[config.mk]
export PLATFORM = sky130hd
export DESIGN_NAME = td4_core_ctrl
export DESIGN_NICKNAME = d
export VERILOG_FILES = /design/src/rtl/td4_core_ctrl.sv
export SDC_FILE = /design/constraint.sdc
export NUM_CORES = 1
export LEC_CHECK = 0
export CAP_MARGIN = 15
export CORE_ASPECT_RATIO = 1.5
export CORE_MARGIN = 3
export CORE_UTILIZATION = 50
export DETAILED_ROUTE_END_ITERATION = 12
export PLACE_DENSITY = 0.77
export REMOVE_ABC_BUFFERS = 1
export SETUP_SLACK_MARGIN = 0.1
export SLEW_MARGIN = 30
export SYNTH_ARGS = -nofsm -noshare
export SYNTH_HDL_FRONTEND = slang
export SYNTH_SLANG_ARGS = --single-unit
export TNS_END_PERCENT = 1
[constraint.sdc]
create_clock -name clk -period 3.2 [get_ports clk]
set_input_delay 0.48 -clock clk [delete_from_list [all_inputs] [get_ports clk]]
set_output_delay 0.48 -clock clk [all_outputs]
set_load 0.02 [all_outputs]
[src/rtl/td4_core_ctrl.sv]
// TD4 instruction sequencer / datapath controller: FETCH->EXEC FSM driving one shared 4-bit adder.
// Optional single-step gating of FETCH is enabled by defining TD4_STEP_EN.

module adder4 (
    input  logic [3:0] x,
    input  logic [3:0] y,
    output logic [3:0] s,
    output logic       co
);
    assign {co, s} = {1'b0, x} + {1'b0, y};
endmodule

module td4_core_ctrl (
    input  logic       clk,
    input  logic       rst_n,
    output logic [3:0] rom_addr,
    input  logic [7:0] rom_data,
    input  logic [3:0] in_port,
    output logic [3:0] out_port,
    output logic       carry,
    output logic       exec
`ifdef TD4_STEP_EN
    ,
    input  logic       step
`endif
);

    typedef enum logic {S_FETCH, S_EXEC} state_t;
    typedef enum logic [1:0] {X_ZERO, X_A, X_B, X_IN} xsel_t;

    typedef struct packed {
        xsel_t x_sel;
        logic  wr_a;
        logic  wr_b;
        logic  wr_out;
        logic  jmp;
        logic  jnc;
    } ctrl_t;

    state_t     state_q, state_d;
    logic [7:0] ir;
    logic [3:0] reg_a, reg_b, reg_out, pc;
    logic       c_flag;
    logic       ir_load;
    logic       advance;
    ctrl_t      ctrl;
    logic [3:0] alu_x, alu_s;
    logic       alu_co;
    logic       jump_taken;
    logic [3:0] pc_next;

`ifdef TD4_STEP_EN
    assign advance = step;
`else
    assign advance = 1'b1;
`endif

    // ---------------- FSM ----------------
    always_ff @(posedge clk or negedge rst_n) begin
        if (!rst_n) state_q <= S_FETCH;
        else        state_q <= state_d;
    end

    always_comb begin
        state_d = state_q;
        ir_load = 1'b0;
        case (state_q)
            S_FETCH: begin
                if (advance) begin
                    ir_load = 1'b1;
                    state_d = S_EXEC;
                end
            end
            S_EXEC:  state_d = S_FETCH;
            default: state_d = S_FETCH;
        endcase
    end

    // ---------------- decode ----------------
    // Unlisted opcodes fall through as NOPs with X=0, which also clears C.
    always_comb begin
        ctrl = '{x_sel: X_ZERO, wr_a: 1'b0, wr_b: 1'b0, wr_out: 1'b0, jmp: 1'b0, jnc: 1'b0};
        case (ir[7:4])
            4'b0000: begin ctrl.x_sel = X_A;    ctrl.wr_a   = 1'b1; end
            4'b0101: begin ctrl.x_sel = X_B;    ctrl.wr_b   = 1'b1; end
            4'b0011: begin ctrl.x_sel = X_ZERO; ctrl.wr_a   = 1'b1; end
            4'b0111: begin ctrl.x_sel = X_ZERO; ctrl.wr_b   = 1'b1; end
            4'b0001: begin ctrl.x_sel = X_B;    ctrl.wr_a   = 1'b1; end
            4'b0100: begin ctrl.x_sel = X_A;    ctrl.wr_b   = 1'b1; end
            4'b0010: begin ctrl.x_sel = X_IN;   ctrl.wr_a   = 1'b1; end
            4'b0110: begin ctrl.x_sel = X_IN;   ctrl.wr_b   = 1'b1; end
            4'b1001: begin ctrl.x_sel = X_B;    ctrl.wr_out = 1'b1; end
            4'b1011: begin ctrl.x_sel = X_ZERO; ctrl.wr_out = 1'b1; end
            4'b1111: ctrl.jmp = 1'b1;
            4'b1110: ctrl.jnc = 1'b1;
            default: ;
        endcase
    end

    // ---------------- ALU ----------------
    always_comb begin
        alu_x = 4'd0;
        case (ctrl.x_sel)
            X_A:     alu_x = reg_a;
            X_B:     alu_x = reg_b;
            X_IN:    alu_x = in_port;
            default: alu_x = 4'd0;
        endcase
    end

    adder4 u_alu (
        .x  (alu_x),
        .y  (ir[3:0]),
        .s  (alu_s),
        .co (alu_co)
    );

    // JNC looks at C as it stood before this EXEC edge.
    assign jump_taken = ctrl.jmp | (ctrl.jnc & ~c_flag);
    assign pc_next    = jump_taken ? ir[3:0] : pc + 4'd1;

    // ---------------- architectural state ----------------
    always_ff @(posedge clk or negedge rst_n) begin
        if (!rst_n) begin
            ir      <= 8'd0;
            reg_a   <= 4'd0;
            reg_b   <= 4'd0;
            reg_out <= 4'd0;
            pc      <= 4'd0;
            c_flag  <= 1'b0;
        end else begin
            if (ir_load) ir <= rom_data;
            if (state_q == S_EXEC) begin
                c_flag <= alu_co;
                pc     <= pc_next;
                if (ctrl.wr_a)   reg_a   <= alu_s;
                if (ctrl.wr_b)   reg_b   <= alu_s;
                if (ctrl.wr_out) reg_out <= alu_s;
            end
        end
    end

    assign rom_addr = pc;
    assign out_port = reg_out;
    assign carry    = c_flag;
    assign exec     = (state_q == S_EXEC);

endmodule

==> results of run 1 <==
-- layout make-up --
type                       instances  area [um2]  area share
clock buffer                       3        22.5      0.0142
inverter                           6        22.5      0.0142
multi-input combinational         77         614       0.388
sequential                        26         651       0.410
tap                               24        30.0      0.0189
timing repair buffer              25         245       0.155
-- logic make-up after synthesis --
logic type / Yosys count
adder cells (fa/ha/maj): 6
AO/OA/AOI/OAI: 28
AND/OR/NAND/NOR: 26
multiplexers: 16
flip-flops: 26
buffers and inverters: 10
XOR/XNOR: 1
-- power groups by stage --
stage               registers, uW  logic, uW  clock network [uW]
floorplan                     497        150                   0
global placement              459        321                   0
detailed placement            464        333                   0
CTS                           456        336                 138
global route                  464        366                 152
finish                        456        331                 133
-- layer usage --
metal  vias up  track usage
li1        466            -
met1       476        0.222
met2        15        0.329
met3         2       0.0286
met4         0       0.0606
met5         -            0
-- through the flow --
stage,util,hold slack [ns]
after global placement,0.631,0.465
after floorplan,-,0.184
after global routing,0.640,0.528
final,0.640,0.495
after detailed placement,0.631,0.467
after CTS,0.640,0.498
-- tightest hold or removal path, stage by stage (launching register included) --
cell	delay, ns
dfrtp_1	0.37
nand2_1	0.05
o31ai_1	0.05
-- worst min-delay path by stage --
stage                              endpoint  depth (start not counted)
floorplan                 carry$_DFFE_PN0P_                          0
global placement    out_port[3]$_DFFE_PN0P_                          2
detailed placement  out_port[3]$_DFFE_PN0P_                          2
CTS                 out_port[3]$_DFFE_PN0P_                          2
global route        rom_addr[3]$_DFFE_PN0P_                          2
finish              out_port[3]$_DFFE_PN0P_                          2
-- synth_stat cells (2+ instances only) --
library cell and n:
mux2i_1 4, nand2b_1 2, inv_1 6, buf_2 3, dfrtp_1 26, mux2_2 10
a21oi_1 3, nand2_1 8, nand3b_1 2, nand3_1 3, ha_1 5, and3_1 2
mux2_4 2, a31oi_1 2, o21ai_0 7, nor2_1 3, o31ai_1 2, o2bb2ai_1 4
-- registers in the layout, indices dropped and copies added (netlist names) --
name	flops
reg_b	4
carry	1
out_port	4
ir	8
rom_addr	4
exec	1
reg_a	4
==> summary.txt, run 1 <==
Place
  – Pre-CTS setup slack: 0.952 ns
  – RD Place Congestion: 0.940
  – Estimated wirelength of the detail-placed design: 2.11 mm
  – Dpl cell area: 0.00156 mm2
  – Count of port buffers added during placement: 23
  – Number of cells in the design after placement: 158

GRT
  – First-pass GRT wire length: 4.31 mm
  – Antenna violations before repair: 0
  – Largest net degree at the start of global routing: 27
  – Global router's overall resource usage: 0.187
  – Number of global-route vias before repair: 974
  – GRT Residual Overflow: 0

Clock tree
  – Resized cells post-CTS: 0
  – Post-CTS Setup Repair Bufs: 0
  – Maximum clock path buffer count: 2
  – Number of clock sinks seen by CTS: 26
  – Max H-tree Level: 1
  – Clock latency of the later-clocked register in the worst-skew pair: 0.31 ns
  – Clock transition time at the flip-flop clock pins of the worst setup and hold paths: 0.13 ns
  – Clk root buf: clkbuf_4
  – Number of hold buffers added after CTS: 0
  – Num CTS Buffers: 3
  – TritonCTS clock tree: yes

Pwr
  – Fraction of power consumed by the clock network: 0.144
  – Net switching power: 298 uW
  – Share of total power in combinational logic: 0.360
  – Pwr dens: 580 mW/mm2
  – Design internal power: 621 uW
  – Fraction of power spent switching nets: 0.324
  – Share of power burned in registers: 0.496
  – Overall power of the completed layout: 919 uW
  – Static power due to leakage: 0.000721 uW
  – Worst voltage drop across the vdd grid: 0.373 mV

Routing
  – Vias post-DR: 959
  – Met1 wire length: 1.18 mm
  – Iteration-0 DRC count of the detailed router: 8
  – WL per Instance: 16.8 um
  – Uppermost signal routing layer after detailed routing: met4
  – Total length of routed met2 wires: 1.45 mm
  – # DRC: 0
  – Met3 WL: 63 um
  – Number of nets with antenna violations after routing: 0
  – Routed wire length: 2.71 mm
  – Number of detailed-route iterations in the first pass: 4
  – DR vias/cell: 5.96

STA
  – Setup-violating endpoint count in the final report: 0
  – Upper clock frequency limit: 0.456 GHz
  – Slew headroom: 0.653
  – Unrepaired setup endpoints after global routing: false
  – Time the final worst path needs with I/O delays and setup: 2.19 ns
  – Fin worst setup slack: 1.01 ns
  – Hold Fails Final Rpt: 0
  – Post-Route Setup TNS: 0 ns
  – Fin. max-slew vios: 0
  – Worst slew pin tran: 0.517 ns
  – Fin Clk Skew: 0.00747 ns
  – Fraction of the cycle the final worst path needs: 0.685

Layout
  – Total number of nets in the final design: 159
  – Fraction of final layout cells with drive strength greater than 1: 0.139
  – Number of antenna diodes: 0
  – Most frequent standard cell in the layout excluding fill and tap cells: dfrtp_1
  – Growth of design area from synthesis to finish: 20.7%
  – Commonest cells after routing, fill and taps aside: dfrtp_1, clkdlybuf4s50_1, mux2_2, nand2_1, o21ai_0
  – Final cell count without fillers: 161
  – Number of fill cells: 197
  – Cell area after layout: 0.00159 mm2

Floorplanning
  – Height of the chip: 68.8 um
  – # rows: 22
  – Initial cell density of the core: 0.530
  – Core ar.: 0.00248 mm2
  – Area of the die: 0.00329 mm2
  – Width of the die: 47.9 um
  – IO Count: 24

Yosys
  – FFs w/ async S/R, synth: 1.00
  – Register area share after synthesis: 0.495
  – Synthesized flop and latch total: 26
  – Post-Syn Area: 0.00131 mm2
  – Yosys Warn Count: 0
  – Adder-cell share of the synthesized area: 0.0629
  – Leading cell types by total area after synthesis: dfrtp_1, mux2_2, ha_1
  – Synthesized-area fraction occupied by ao, oa, aoi and oai cells: 0.152
  – Prevailing post-synth register cell: dfrtp_1
  – Number of distinct library cells after synthesis: 37
  – Xor/xnor cell area share of the yosys netlist: 0.00667
  – Synth Area in Simple Gates: 0.107
  – Mux share of post-synthesis cell area: 0.139
  – EDFF count, synth: 0
  – Mean cell area of the mapped netlist: 11.6 um2
  – Synth top area share: 0.495
  – Mapped Cells: 113
  – Leading area contributor after synthesis: dfrtp_1
  – Largest family of logic cells by synthesized area: compound AO/OA/AOI/OAI gates

Setup path
  – Critical path peak fanout: 8
  – Internal reg-to-reg setup slack: 1.01 ns
  – Worst Path Required: 3.40 ns
  – WP buf/inv: 0
  – Capturing point of the worst reg2reg path: out_port[1]$_DFFE_PN0P_
  – Startpoint class of the critical path: flip-flop
  – R2R depth: 5
  – Kind of end point of the critical path: flip-flop
  – R2R Path Start: ir[5]$_DFFE_PN0N_
  – Slowest library cell on the worst path: dfrtp_1
  – Crit path largest cell delay: 0.51 ns
  – Cell family with the largest share of critical-path delay: adder cells
  – Beginning of the critical path: ir[5]$_DFFE_PN0N_
  – Data arrival at the endpoint of the critical path: 2.39 ns
  – Worst setup path endpoint: out_port[1]$_DFFE_PN0P_
  – WS Path Type: flip-flop to flip-flop
  – Crit path depth: 5
  – CP Cell Sequence: a211oi_1 -> o2bb2ai_1 -> ha_1 -> fa_1 -> mux2_2

Run status
  – Outcome: completed

Min path
  – Hold Crit Class: flip-flop to flip-flop
  – Hold Startpoint: out_port[3]$_DFFE_PN0P_

Flow run
  – Max_cap viols: 0
No activity file was read; power rests on OpenSTA's default activity.
==> run 2, diff against run 1 <==
--- a/config.mk
+++ b/config.mk
@@ -8,9 +8,9 @@
 export CAP_MARGIN = 15
 export CORE_ASPECT_RATIO = 1.5
 export CORE_MARGIN = 3
-export CORE_UTILIZATION = 50
+export CORE_UTILIZATION = 46
 export DETAILED_ROUTE_END_ITERATION = 12
-export PLACE_DENSITY = 0.77
+export PLACE_DENSITY = 0.74
 export REMOVE_ABC_BUFFERS = 1
 export SETUP_SLACK_MARGIN = 0.1
 export SLEW_MARGIN = 30
==> constraint.sdc (replaced) <==
create_clock -name clk -period 2 [get_ports clk]
set_input_delay 0.3 -clock clk [delete_from_list [all_inputs] [get_ports clk]]
set_output_delay 0.3 -clock clk [all_outputs]
set_load 0.02 [all_outputs]
==> summary.txt, run 2 (synthesis results as in run 1) <==
Run status
  – Outcome: completed (unchanged)

Setup path
  – CP Cell Sequence: buf_6 -> buf_4 -> mux2i_1 -> o2bb2ai_2 -> ha_1 -> nand3_2 -> and3b_2 -> o31ai_2 (was a211oi_1 -> o2bb2ai_1 -> ha_1 -> fa_1 -> mux2_2)
  – Worst Path Required: 2.19 ns (was 3.40 ns)
  – Crit path largest cell delay: 0.42 ns (was 0.51 ns)
  – Kind of end point of the critical path: flip-flop (unchanged)
  – Internal reg-to-reg setup slack: 0.02 ns (was 1.01 ns)
  – WP buf/inv: 2 (was 0)
  – Beginning of the critical path: ir[5]$_DFFE_PN0N_ (unchanged)
  – R2R Path Start: ir[5]$_DFFE_PN0N_ (unchanged)
  – Startpoint class of the critical path: flip-flop (unchanged)
  – Critical path peak fanout: 3 (was 8)
  – WS Path Type: flip-flop to flip-flop (unchanged)
  – Cell family with the largest share of critical-path delay: flip-flops (was adder cells)
  – Slowest library cell on the worst path: dfrtp_1 (unchanged)
  – R2R depth: 8 (was 5)
  – Data arrival at the endpoint of the critical path: 2.17 ns (was 2.39 ns)
  – Crit path depth: 8 (was 5)
  – Capturing point of the worst reg2reg path: reg_b[3]$_DFFE_PN0P_ (was out_port[1]$_DFFE_PN0P_)
  – Worst setup path endpoint: reg_b[3]$_DFFE_PN0P_ (was out_port[1]$_DFFE_PN0P_)

STA
  – Hold Fails Final Rpt: 0 (unchanged)
  – Upper clock frequency limit: 0.505 GHz (was 0.456 GHz)
  – Setup-violating endpoint count in the final report: 0 (unchanged)
  – Unrepaired setup endpoints after global routing: true (was false)
  – Time the final worst path needs with I/O delays and setup: 1.98 ns (was 2.19 ns)
  – Fraction of the cycle the final worst path needs: 0.990 (was 0.685)
  – Final-layout worst hold slack: 0.390 ns (was 0.495 ns)
  – Fin Clk Skew: 0.00497 ns (was 0.00747 ns)
  – Worst slew pin tran: 0.376 ns (was 0.517 ns)
  – Slew headroom: 0.749 (was 0.653)
  – Fin. max-slew vios: 0 (unchanged)

Clock tree
  – Max H-tree Level: 1 (unchanged)
  – Clk root buf: clkbuf_8 (was clkbuf_4)
  – TritonCTS clock tree: yes (unchanged)
  – Number of hold buffers added after CTS: 0 (unchanged)
  – Num CTS Buffers: 3 (unchanged)
  – Clock latency of the later-clocked register in the worst-skew pair: 0.27 ns (was 0.31 ns)
  – Maximum clock path buffer count: 2 (unchanged)
  – Clock transition time at the flip-flop clock pins of the worst setup and hold paths: 0.09 ns (was 0.13 ns)
  – Number of clock sinks seen by CTS: 26 (unchanged)

Pwr
  – Share of total power in combinational logic: 0.338 (was 0.360)
  – Worst voltage drop across the vdd grid: 0.648 mV (was 0.373 mV)
  – Pwr dens: 971 mW/mm2 (was 580 mW/mm2)
  – Share of power burned in registers: 0.415 (was 0.496)
  – Net switching power: 518 uW (was 298 uW)
  – Static power due to leakage: 0.000809 uW (was 0.000721 uW)
  – Fraction of power spent switching nets: 0.297 (was 0.324)
  – Fraction of power consumed by the clock network: 0.247 (was 0.144)
  – Design internal power: 1230 uW (was 621 uW)

Flow run
  – Max_cap viols: 0 (unchanged)

Floorplanning
  – # rows: 23 (was 22)
  – IO Count: 24 (unchanged)
  – Initial cell density of the core: 0.486 (was 0.530)
  – Core ar.: 0.00271 mm2 (was 0.00248 mm2)
  – Area of the die: 0.00355 mm2 (was 0.00329 mm2)
  – Width of the die: 49.6 um (was 47.9 um)
  – Height of the chip: 71.5 um (was 68.8 um)

Layout
  – Total number of nets in the final design: 170 (was 159)
  – Most frequent standard cell in the layout excluding fill and tap cells: dfrtp_1 (unchanged)
  – Max FFs per register: 8 (unchanged)
  – Final cell count without fillers: 186 (was 161)
  – Commonest cells after routing, fill and taps aside: dfrtp_1, clkdlybuf4s50_1, buf_4, mux2_2, nand2_1 (was dfrtp_1, clkdlybuf4s50_1, mux2_2, nand2_1, o21ai_0)
  – Register with the most flip-flops: ir (unchanged)
  – Fraction of final layout cells with drive strength greater than 1: 0.302 (was 0.139)
  – Growth of design area from synthesis to finish: 36.8% (was 20.7%)
  – Number of antenna diodes: 0 (unchanged)
  – Share of the core filled with cells: 0.664 (was 0.640)

Place
  – Estimated wirelength of the detail-placed design: 2.00 mm (was 2.11 mm)
  – Count of port buffers added during placement: 23 (unchanged)
  – Number of cells in the design after placement: 179 (was 158)
  – RD Place Congestion: 0.917 (was 0.940)

Routing
  – DR vias/cell: 5.53 (was 5.96)
  – Number of detailed-route iterations in the first pass: 4 (unchanged)
  – Routed wire length: 2.93 mm (was 2.71 mm)
  – Number of nets with antenna violations after routing: 0 (unchanged)
  – WL per Instance: 15.8 um (was 16.8 um)
  – Iteration-0 DRC count of the detailed router: 35 (was 8)
  – # DRC: 0 (unchanged)
  – Vias post-DR: 1029 (was 959)

GRT
  – GRT Residual Overflow: 0 (unchanged)
  – Global router's overall resource usage: 0.168 (was 0.187)
  – Largest net degree at the start of global routing: 27 (unchanged)
  – First-pass GRT wire length: 4.65 mm (was 4.31 mm)
  – Antenna violations before repair: 0 (unchanged)
  – Number of global-route vias before repair: 1012 (was 974)

Min path
  – Hold Crit Class: input pin to async pin (was flip-flop to flip-flop)
run 2: cell count changes in the layout (fill, tap and decap cells not counted), sizes merged:
cell,before,now
bufinv,0,1
buf,2,13
run 2: area by class of cell:
class	instances	area, um2
Clock inverter	1	30.0
Timing Repair Buffer	36	332
Tap cell	37	46.3
Multi-Input combinational cell	77	673
Inverter	6	22.5
Sequential cell	26	652
Clock buffer	3	41.3
Fill cell	209	908
run 2: power groups by stage:
| stage | Sequential [uW] | Combinational [uW] | Clock, uW |
|---|---|---|---|
| after floorplan | 795 | 241 | 0 |
| after global placement | 723 | 537 | 0 |
| after detailed placement | 729 | 546 | 0 |
| after CTS | 723 | 567 | 442 |
| after global routing | 740 | 637 | 459 |
| final | 725 | 589 | 431 |
run 2: layer usage:
metal,wire length [um],up-vias,GRT usage
li1,-,488,-
met1,1200,506,0.192
met2,1570,27,0.324
met3,86,8,0.0125
met4,81,0,0.0554
met5,0,-,0
run 2: worst register-to-register path, cell delays in order, from the launching register on:
cell,delay (ns)
dfrtp_1,0.42
buf_6,0.14
buf_4,0.12
mux2i_1,0.21
o2bb2ai_2,0.10
ha_1,0.32
nand3_2,0.10
and3b_2,0.26
o31ai_2,0.21
run 2: repair_timing:
action | in CTS | in global routing
endpoints found under the setup margin | 10 | 11
pin swaps | 2 | 11
resized for setup | 8 | 9
buffers inserted | 0 | 3
run 2: worst min-delay path by stage:
stage	start	to	slack [ns]
after detailed placement	out_port[3]$_DFFE_PN0P_	out_port[3]$_DFFE_PN0P_	0.47
final	rst_n	rom_addr[3]$_DFFE_PN0P_	0.39
after global routing	rst_n	rom_addr[2]$_DFFE_PN0P_	0.42
after CTS	rst_n	rom_addr[3]$_DFFE_PN0P_	0.40
after floorplan	rst_n	carry$_DFFE_PN0P_	0.004
after global placement	reg_a[2]$_DFFE_PN0P_	reg_a[2]$_DFFE_PN0P_	0.46
run 2: stage by stage:
step | TNS, ns | setup WS [ns] | total power [uW] | area (um2)
CTS | 0 | 0.0727 | 1730 | 1740
detailed placement | -0.254 | -0.0583 | 1280 | 1640
global route | -0.313 | -0.0697 | 1840 | 1800
floorplan | 0 | 0.0316 | 1040 | 1290
finish | 0 | 0.0206 | 1740 | 1800
global placement | -0.157 | -0.0408 | 1260 | 1640
